File: src/rtl/score_uart_pkg.sv
// Shared types and constants for the score UART transmitter: FSM states,
// ASCII framing bytes, score limit and message byte selection.
package score_uart_pkg;

    typedef enum logic [1:0] {
        IDLE    = 2'd0,
        CONVERT = 2'd1,
        SEND    = 2'd2
    } state_e;

    localparam logic [7:0]  ZERO      = 8'h30;
    localparam logic [7:0]  CR        = 8'h0D;
    localparam logic [7:0]  LF        = 8'h0A;
    localparam logic [19:0] MAX_SCORE = 20'd999999;
    localparam int unsigned MSG_LEN   = 8;
    localparam int unsigned BIN_W     = 20;

    // Double-dabble correction: a digit of 5 or more must absorb +3 before the shift.
    function automatic logic [3:0] dd_adjust(input logic [3:0] d);
        return (d >= 4'd5) ? d + 4'd3 : d;
    endfunction

    function automatic logic [7:0] msg_byte(input logic [23:0] bcd, input logic [2:0] idx);
        case (idx)
            3'd0:    return ZERO | {4'h0, bcd[23:20]};
            3'd1:    return ZERO | {4'h0, bcd[19:16]};
            3'd2:    return ZERO | {4'h0, bcd[15:12]};
            3'd3:    return ZERO | {4'h0, bcd[11:8]};
            3'd4:    return ZERO | {4'h0, bcd[7:4]};
            3'd5:    return ZERO | {4'h0, bcd[3:0]};
            3'd6:    return CR;
            default: return LF;
        endcase
    endfunction

endpackage

File: src/rtl/score_uart_tx_bin2bcd6.sv
// Sequential double-dabble: 20-bit binary to 6 BCD digits. The value is captured
// on go, ready pulses once the 20th shift has completed and bcd then holds steady.
module bin2bcd6
    import score_uart_pkg::*;
(
    input  logic        clk,
    input  logic        rst,
    input  logic        go,
    input  logic [19:0] bin,
    output logic [23:0] bcd,
    output logic        ready
);

    logic [4:0]  cnt_q,   cnt_d;
    logic [19:0] shift_q, shift_d;
    logic [23:0] bcd_q,   bcd_d;
    logic        ready_q, ready_d;
    logic [23:0] adj;

    always_comb begin
        adj = '0;
        for (int unsigned i = 0; i < 6; i++) begin
            adj[i*4 +: 4] = dd_adjust(bcd_q[i*4 +: 4]);
        end
    end

    always_comb begin
        cnt_d   = cnt_q;
        shift_d = shift_q;
        bcd_d   = bcd_q;
        ready_d = 1'b0;
        if (go) begin
            // First iteration folded into the load: adjusting an all-zero BCD is a no-op.
            bcd_d   = {23'd0, bin[19]};
            shift_d = {bin[18:0], 1'b0};
            cnt_d   = 5'(BIN_W - 1);
        end else if (cnt_q != '0) begin
            bcd_d   = {adj[22:0], shift_q[19]};
            shift_d = {shift_q[18:0], 1'b0};
            cnt_d   = cnt_q - 5'd1;
            ready_d = (cnt_q == 5'd1);
        end
    end

    always_ff @(posedge clk or posedge rst) begin
        if (rst) begin
            cnt_q   <= '0;
            shift_q <= '0;
            bcd_q   <= '0;
            ready_q <= 1'b0;
        end else begin
            cnt_q   <= cnt_d;
            shift_q <= shift_d;
            bcd_q   <= bcd_d;
            ready_q <= ready_d;
        end
    end

    assign bcd   = bcd_q;
    assign ready = ready_q;

endmodule

File: src/rtl/score_uart_tx.sv
// Sends a saturated 6-digit decimal score plus CR LF over 8N1 UART. From the start
// accept edge to the done edge takes exactly 20 + 80*DIV cycles (8340 at defaults).
module score_uart_tx
    import score_uart_pkg::*;
#(
    parameter int unsigned CLK_HZ = 12000000,
    parameter int unsigned BAUD   = 115200
) (
    input  logic        clk,
    input  logic        rst,
    input  logic        start,
    input  logic [19:0] score,
    output logic        tx,
    output logic        busy,
    output logic        done
);

    localparam int unsigned DIV    = CLK_HZ / BAUD;
    localparam int unsigned BAUD_W = (DIV > 1) ? $clog2(DIV) : 1;
    localparam logic [BAUD_W-1:0] BAUD_LAST = BAUD_W'(DIV - 1);

    state_e            state_q, state_d;
    logic [2:0]        byte_q,  byte_d;
    logic [3:0]        bit_q,   bit_d;
    logic [BAUD_W-1:0] baud_q,  baud_d;
    logic              tx_q,    tx_d;
    logic              busy_q,  busy_d;
    logic              done_q,  done_d;

    logic        accept;
    logic [19:0] sat_score;
    logic [23:0] bcd;
    logic        conv_ready;
    logic [7:0]  cur_byte;

    // A start landing on the done cycle is dropped so back-to-back requests need a gap.
    assign accept    = start && (state_q == IDLE) && !done_q;
    assign sat_score = (score > MAX_SCORE) ? MAX_SCORE : score;
    assign cur_byte  = msg_byte(bcd, byte_q);

    bin2bcd6 u_conv (
        .clk   (clk),
        .rst   (rst),
        .go    (accept),
        .bin   (sat_score),
        .bcd   (bcd),
        .ready (conv_ready)
    );

    always_comb begin
        state_d = state_q;
        byte_d  = byte_q;
        bit_d   = bit_q;
        baud_d  = baud_q;
        tx_d    = tx_q;
        busy_d  = busy_q;
        done_d  = 1'b0;
        case (state_q)
            IDLE: begin
                if (accept) begin
                    state_d = CONVERT;
                    busy_d  = 1'b1;
                end
            end
            CONVERT: begin
                if (conv_ready) begin
                    state_d = SEND;
                    tx_d    = 1'b0;
                    byte_d  = '0;
                    bit_d   = '0;
                    baud_d  = '0;
                end
            end
            SEND: begin
                if (baud_q == BAUD_LAST) begin
                    baud_d = '0;
                    if (bit_q == 4'd9) begin
                        bit_d = '0;
                        if (byte_q == 3'(MSG_LEN - 1)) begin
                            state_d = IDLE;
                            byte_d  = '0;
                            tx_d    = 1'b1;
                            busy_d  = 1'b0;
                            done_d  = 1'b1;
                        end else begin
                            byte_d = byte_q + 3'd1;
                            tx_d   = 1'b0;
                        end
                    end else begin
                        // Next bit is bit_q+1: data bit bit_q for 0..7, stop bit after that.
                        bit_d = bit_q + 4'd1;
                        tx_d  = (bit_q == 4'd8) ? 1'b1 : cur_byte[bit_q[2:0]];
                    end
                end else begin
                    baud_d = baud_q + 1'b1;
                end
            end
            default: state_d = IDLE;
        endcase
    end

    always_ff @(posedge clk or posedge rst) begin
        if (rst) begin
            state_q <= IDLE;
            byte_q  <= '0;
            bit_q   <= '0;
            baud_q  <= '0;
            tx_q    <= 1'b1;
            busy_q  <= 1'b0;
            done_q  <= 1'b0;
        end else begin
            state_q <= state_d;
            byte_q  <= byte_d;
            bit_q   <= bit_d;
            baud_q  <= baud_d;
            tx_q    <= tx_d;
            busy_q  <= busy_d;
            done_q  <= done_d;
        end
    end

    assign tx   = tx_q;
    assign busy = busy_q;
    assign done = done_q;

endmodule

File: config.mk
export PLATFORM = sky130hd
export DESIGN_NAME = score_uart_tx
export DESIGN_NICKNAME = d
export VERILOG_FILES = /design/src/rtl/score_uart_pkg.sv /design/src/rtl/score_uart_tx_bin2bcd6.sv /design/src/rtl/score_uart_tx.sv
export SDC_FILE = /design/constraint.sdc
export NUM_CORES = 1
export LEC_CHECK = 0
export ABC_AREA = 1
export BUFFER_PORTS_ARGS = -buffer_cell sky130_fd_sc_hd__buf_4
export CAP_MARGIN = 5
export CORE_ASPECT_RATIO = 1.2
export CORE_MARGIN = 4
export CORE_UTILIZATION = 30
export CTS_CLUSTER_SIZE = 10
export DETAILED_ROUTE_END_ITERATION = 8
export SYNTH_ARGS = -nofsm -noshare
export SYNTH_HDL_FRONTEND = slang
export SYNTH_SLANG_ARGS = --single-unit
export TNS_END_PERCENT = 5
File: constraint.sdc
create_clock -name clk -period 2.45 [get_ports clk]
set_input_delay 0.3675 -clock clk [delete_from_list [all_inputs] [get_ports clk]]
set_output_delay 0.3675 -clock clk [all_outputs]
set_load 0.005 [all_outputs]
Word-level counts from Yosys, hierarchy flattened
Index checks and enable logic that the tools add are counted.

operators by class
  $add $sub $neg = 10
  multipliers = 0
  div/mod/pow operators = 0
  $lt $le $gt $ge = 8
  equality and inequality tests = 18
  shift-type cells = 0
  multiplexer cells = 50
  bitwise logic cells = 0
  reductions and logical operators = 14

operator list
  cell                    count
  $mux W20                3
  $mux W24                2
  $pmux W6 S7             1
  $mux W4                 8
  $ge A4 B3 Y1 const B    6
  $add A4 B2 Y4 const B   5
  $gt A20 B20 Y1 const B  1
  $mux W1                 15
  $mux W3                 5
  $mux W7                 2
  $pmux W7 S2             1
  $eq A3 B3 Y1 const B    4
  $mux W2                 5
  $mux W5                 2
  $reduce_and A5 Y1       2
  $eq A4 B4 Y1 const B    2
  $ne A2 B2 Y1 const B    4
  $pmux W4 S2             1
  $add A7 B1 Y7 const B   1
  $eq A7 B7 Y1 const B    1
  $eq A3 B2 Y1 const B    2
  $pmux W2 S3             1
  $pmux W3 S2             1
  $reduce_bool A2 Y1      3
  other kinds (20)        22

word-level totals
  flip-flop bits (word level) = 69
  bits in latches = 0
  bits in writable memories = 0
  ROM bits = 0
  output and inout port bits = 3
  memories kept = 0

Longest topological paths before layout
  word-level depth = 8
  gate-level depth with buffers = 14
  gate-level depth less buffers = 14

Modules after synthesis
From an unflattened synthesis, not the netlist that was laid out.

second synthesis, totals
  cells, all modules = 587
  area total of the unflattened synthesis = 4,339.2 sq um

by module, submodules not included
  module         times used  cells each  area each (sq um)  sequential area each (sq um)
  bin2bcd6       1           353         2,756.4            1,226.2
  score_uart_tx  1           234         1,582.8            476.7

Worst setup path after synthesis
OpenSTA, ideal clock, no wires.

  path type = register to register
  start point = reg u_conv.cnt_q[0]
  end point = reg u_conv.shift_q[7]
  arrival = 1.306 ns
  path slack = 1.021 ns
  stages on the path, launching flop included = 10
  period minus slack after synthesis = 1.429 ns
  cell sequence = dfrtp_1 inv_1 ha_1 nand3_4 clkinv_2 nand2_2 buf_6 buf_6 nor2_1 a21oi_1

on the way
  word-level cells in the longest chain between the ends = 2

RTL lines
  element                              RTL line                      source
  from (decl)                          score_uart_tx_bin2bcd6.sv:14  logic [4:0] cnt_q, cnt_d;
  from (signal assigned)               score_uart_tx_bin2bcd6.sv:52  cnt_q <= cnt_d;
  $reduce_bool A5 Y1                   score_uart_tx_bin2bcd6.sv:37  end else if (cnt_q != '0) begin
  $reduce_bool A2 Y1 (no source line)  n/a
  to (signal assigned)                 score_uart_tx_bin2bcd6.sv:53  shift_q <= shift_d;
  to (decl)                            score_uart_tx_bin2bcd6.sv:15  logic [19:0] shift_q, shift_d;

No other way between the ends.
A chain may end at the register's enable or synchronous reset.

Worst setup path in the final report
  start point = reg u_conv.cnt_q[0]
  end point = reg u_conv.cnt_q[4]

on the way
  word-level cells in the longest chain between the ends = 3
  elaborated cells on any way between the ends = 5
  classes of those cells = 1 x add/sub; 2 x mux; 2 x reduce/logical

RTL lines
  element        RTL line                      source
  $sub A5 B1 Y5  score_uart_tx_bin2bcd6.sv:40  cnt_d = cnt_q - 5'd1;
  $mux W5        score_uart_tx_bin2bcd6.sv:37
  $mux W5        score_uart_tx_bin2bcd6.sv:32  if (go) begin

Parallel ways exist; a longest one is shown, timed or not. The select of a mux whose other input is x is not followed.

==> metrics.log <==
INFO  metric max_freq = 581.6 MHz
INFO  metric power.share.switching = 0.4086
INFO  metric cap_violations = 0
INFO  metric syn-cell-area = 0.004145 mm^2
INFO  metric avgSynthCellArea = a little over 8 um^2
INFO  metric total_routed_length = approximately 9600 um
INFO  metric critical_path.cell_chain = inv_1, ha_1, nand3_4, clkinv_2, nand2_2, buf_4, o21ai_0, inv_1
INFO  metric fin_crit_sh = 0.7018
INFO  metric hold_buffers = 0
INFO  metric ant_nets = 0
INFO  metric worst-slew-pin-transition = slightly below 600 ps
INFO  metric synthesis.yosys.warnings = 0
INFO  metric synth-edff-count = 0
INFO  metric crit_type = reg -> reg
INFO  metric comb_power_frac = 0.422
INFO  metric critical_path_required = roughly 2700 ps
INFO  metric top_library_cells_by_usage_in_the_layout_fill_and_taps_aside = 87 x nand2_1, 67 x dfrtp_1, 63 x inv_1, 58 x nor2_1, 42 x o21ai_0
INFO  metric cts_htree_levels = 3
INFO  metric port_buffers = 25
INFO  metric synth.net_count = around 550
INFO  metric seq_pwr_share = 0.347
INFO  metric fin_crit = 1719 ps
INFO  metric synth_sequential_area_ratio = 0.4108
INFO  metric design.core.area = approximately 0.013 mm^2
INFO  metric power.leakage = 2.265 nW
INFO  metric numClockSinks = 68
INFO  metric timing.critical_path.fanout_max = 23
INFO  metric internal-power = between 0.003 and 0.004 W
INFO  metric max_ir_drop_vdd = about 420 uV
INFO  metric cts_tree = done
INFO  metric cpPeakStageDelay = 360 ps
INFO  metric rsz0062_at_grt = false
INFO  metric worst_path_max_delay_cell = dfrtp_1
INFO  metric clock_power_share = 0.231
INFO  metric grt_start_max_net_pins = 45
INFO  metric drt_drc_violations_left = 0
INFO  metric routedWlPerCell = 13.52 um
INFO  metric first_pass_grt_wire_length = 16390 um
INFO  metric detailroute.via_count = ~3500
INFO  metric post_synth_inst_count = ~500
INFO  metric placedCellCount = 693
INFO  metric synth_ff_type = dfrtp_1
INFO  metric antenna_found_initial = 0
INFO  metric yosys.cell_types.count = 44
INFO  metric number_of_rows_created_at_floorplan = 46
INFO  metric final.fill_count = around 1400
INFO  metric first_iter_violations = 159
INFO  metric report.final.slew_viol_count = 0
INFO  metric synth-async-reset-ratio = 1.000
INFO  metric top_level_ports = 26
INFO  metric fin_tns_setup = 0 ps
INFO  metric cp-end-kind = flop
INFO  metric drt-vias-per-instance = approximately 5.0
INFO  metric grt_pass1_vias = 3605
INFO  metric start_util = 0.3104
INFO  metric die_height = 136.8 um
INFO  metric place_hpwl = just over 7000 um
INFO  metric cts_root_buffer = clkbuf_16
INFO  metric proportion_of_layout_cells_with_a_drive_suffix_above_1 = 0.1571
INFO  metric die-width = between 100 and 150 um
INFO  metric ctsLongestPathBuffers = 2
INFO  metric clkTransAtPathRegs = ~60 ps
INFO  metric number_of_hold_violations_in_the_final_report = 0
INFO  metric postcts_setup_bufs = 0
INFO  metric antennaDiodeCount = 0
INFO  metric clock_insertion_delay_worst_skew = around 330 ps
INFO  metric slew_headroom = 0.6085
INFO  metric hold_path_class = in -> async
INFO  metric p_per_area = roughly 1200 mW/mm^2
INFO  metric grt.total_usage = 0.1286
INFO  metric post_cts_resize_count = 0
INFO  metric skew = between 5 and 6 ps
INFO  metric worstPathArrival = ~2000 ps
INFO  metric grt-ovfl-total = 0
INFO  metric finish.cell_count_without_fillers = ~700
INFO  metric synth-seq-cells = 68
INFO  metric numCtsBuffers = 9
INFO  metric floorplan.die_area = about 0.016 mm^2
INFO  metric crit_start_category = flop
INFO  metric globalplace.congestion = 0.8553
INFO  metric timing.final.setup_violations = 0
INFO  metric most_frequent_standard_cell_in_the_layout_excluding_fill_and_tap_cells = nand2_1
INFO  metric drt-pass1-iter-count = 4
INFO  metric critical_path.most_common_cell = inv_1
INFO  metric area_growth_syn_to_layout = 15.45%
INFO  metric switchingPower = ~0.0023 W
INFO  metric num-nets-final = about 580
INFO  metric status = finished clean
synthesized netlist by cell type, types with 5 or more instances:
cell type | n | share of area
buf_6 | 6 | 0.016
xor2_1 | 5 | 0.011
ha_1 | 22 | 0.066
o22ai_2 | 5 | 0.015
o21ai_1 | 10 | 0.012
buf_2 | 5 | 0.0060
nor2_1 | 58 | 0.053
o21ai_0 | 42 | 0.051
a21oi_1 | 16 | 0.019
nand2_1 | 87 | 0.079
nand2_4 | 5 | 0.014
o21bai_1 | 5 | 0.0091
nand4_1 | 11 | 0.017
dfrtp_1 | 67 | 0.40
o211ai_1 | 5 | 0.0091
o22ai_1 | 11 | 0.017
inv_1 | 64 | 0.058
nand3_1 | 35 | 0.042
inv_2 | 6 | 0.0054
state kept, by name, indices dropped and copies added, names as in the netlist:
signal / flops
u_conv.bcd: 24
u_conv.ready: 1
bit_q: 4
baud_q: 7
done: 1
byte_q: 3
busy: 1
u_conv.cnt_q: 5
tx: 1
u_conv.shift_q: 19
state_q: 2
critical path: cells and delay by family (launching register included):
kind / cells / cell delay, ps
adders and majority gates: 1 / 240
buffers and inverters: 4 / 610
DFF: 1 / 360
and+or+nand+nor: 2 / 300
AOI/OAI and AO/OA: 1 / 140
per-layer routing:
layer | global-route usage | part of all wire | wire length, um | up-vias
met2 | 0.2262 | 0.51 | 4843 | 61
li1 | - | - | - | 1746
met4 | 0.04305 | 0.017 | 162 | 0
met3 | 0.02477 | 0.031 | 295 | 16
met5 | 0 | 0 | 0 | -
met1 | 0.1565 | 0.45 | 4287 | 1707
through the flow:
stage	hold WS (ps)	setup slack, ps	cell area [um^2]	power, W	util
after detailed placement	474.6	715.0	4493	0.004263	0.3365
after global routing	149.7	556.2	4786	0.006004	0.3584
final	109.9	730.6	4786	0.005533	0.3584
after global placement	468.0	766.1	4493	0.004169	0.3365
after floorplan	454.1	372.6	4145	0.003708	-
after CTS	126.0	729.9	4786	0.005575	0.3584
logic make-up after synthesis:
group,count (synthesis),synth area share
AO/OA/AOI/OAI,111,0.1705
buffers and inverters,86,0.09327
XOR/XNOR,5,0.01056
AND/OR/NAND/NOR,215,0.2484
flip-flops,68,0.4108
adder cells (fa/ha/maj),22,0.06640
power by group through the flow:
| stage | logic, W | clock network [W] | registers, W |
|---|---|---|---|
| 6_report | 0.00233 | 0.00128 | 0.00192 |
| 5_1_grt | 0.00267 | 0.00136 | 0.00197 |
| 4_1_cts | 0.00236 | 0.00130 | 0.00192 |
| 3_5_place_dp | 0.00233 | 0 | 0.00193 |
| 3_3_place_gp | 0.00224 | 0 | 0.00193 |
| 2_1_floorplan | 0.00188 | 0 | 0.00182 |
path summary, 6_finish.rpt:
check                                  start            endpoint  slack [ps]  depth (start not counted)
setup / recovery             u_conv.cnt_q[0]     u_conv.cnt_q[4]         730                          8
hold / removal                           rst     u_conv.cnt_q[3]         110                          2
setup reg to reg             u_conv.cnt_q[0]     u_conv.cnt_q[4]         730                          8
hold reg to reg            u_conv.shift_q[2]   u_conv.shift_q[2]         500                          2
max in group asynchronous                rst      u_conv.bcd[12]        1680                          3
min in group clk                   score[16]  u_conv.shift_q[17]         260                          3
layout make-up:
type,count,area (um^2),share of cell area
clock buffer,10,229.0,0.04784
clock inverter,6,63.81,0.01333
inverter,74,286.5,0.05987
multi-input combinational,353,2056,0.4295
sequential,68,1703,0.3558
tap,168,210.2,0.04392
timing repair buffer,30,237.7,0.04967
Power figures use the tool's default switching activity.
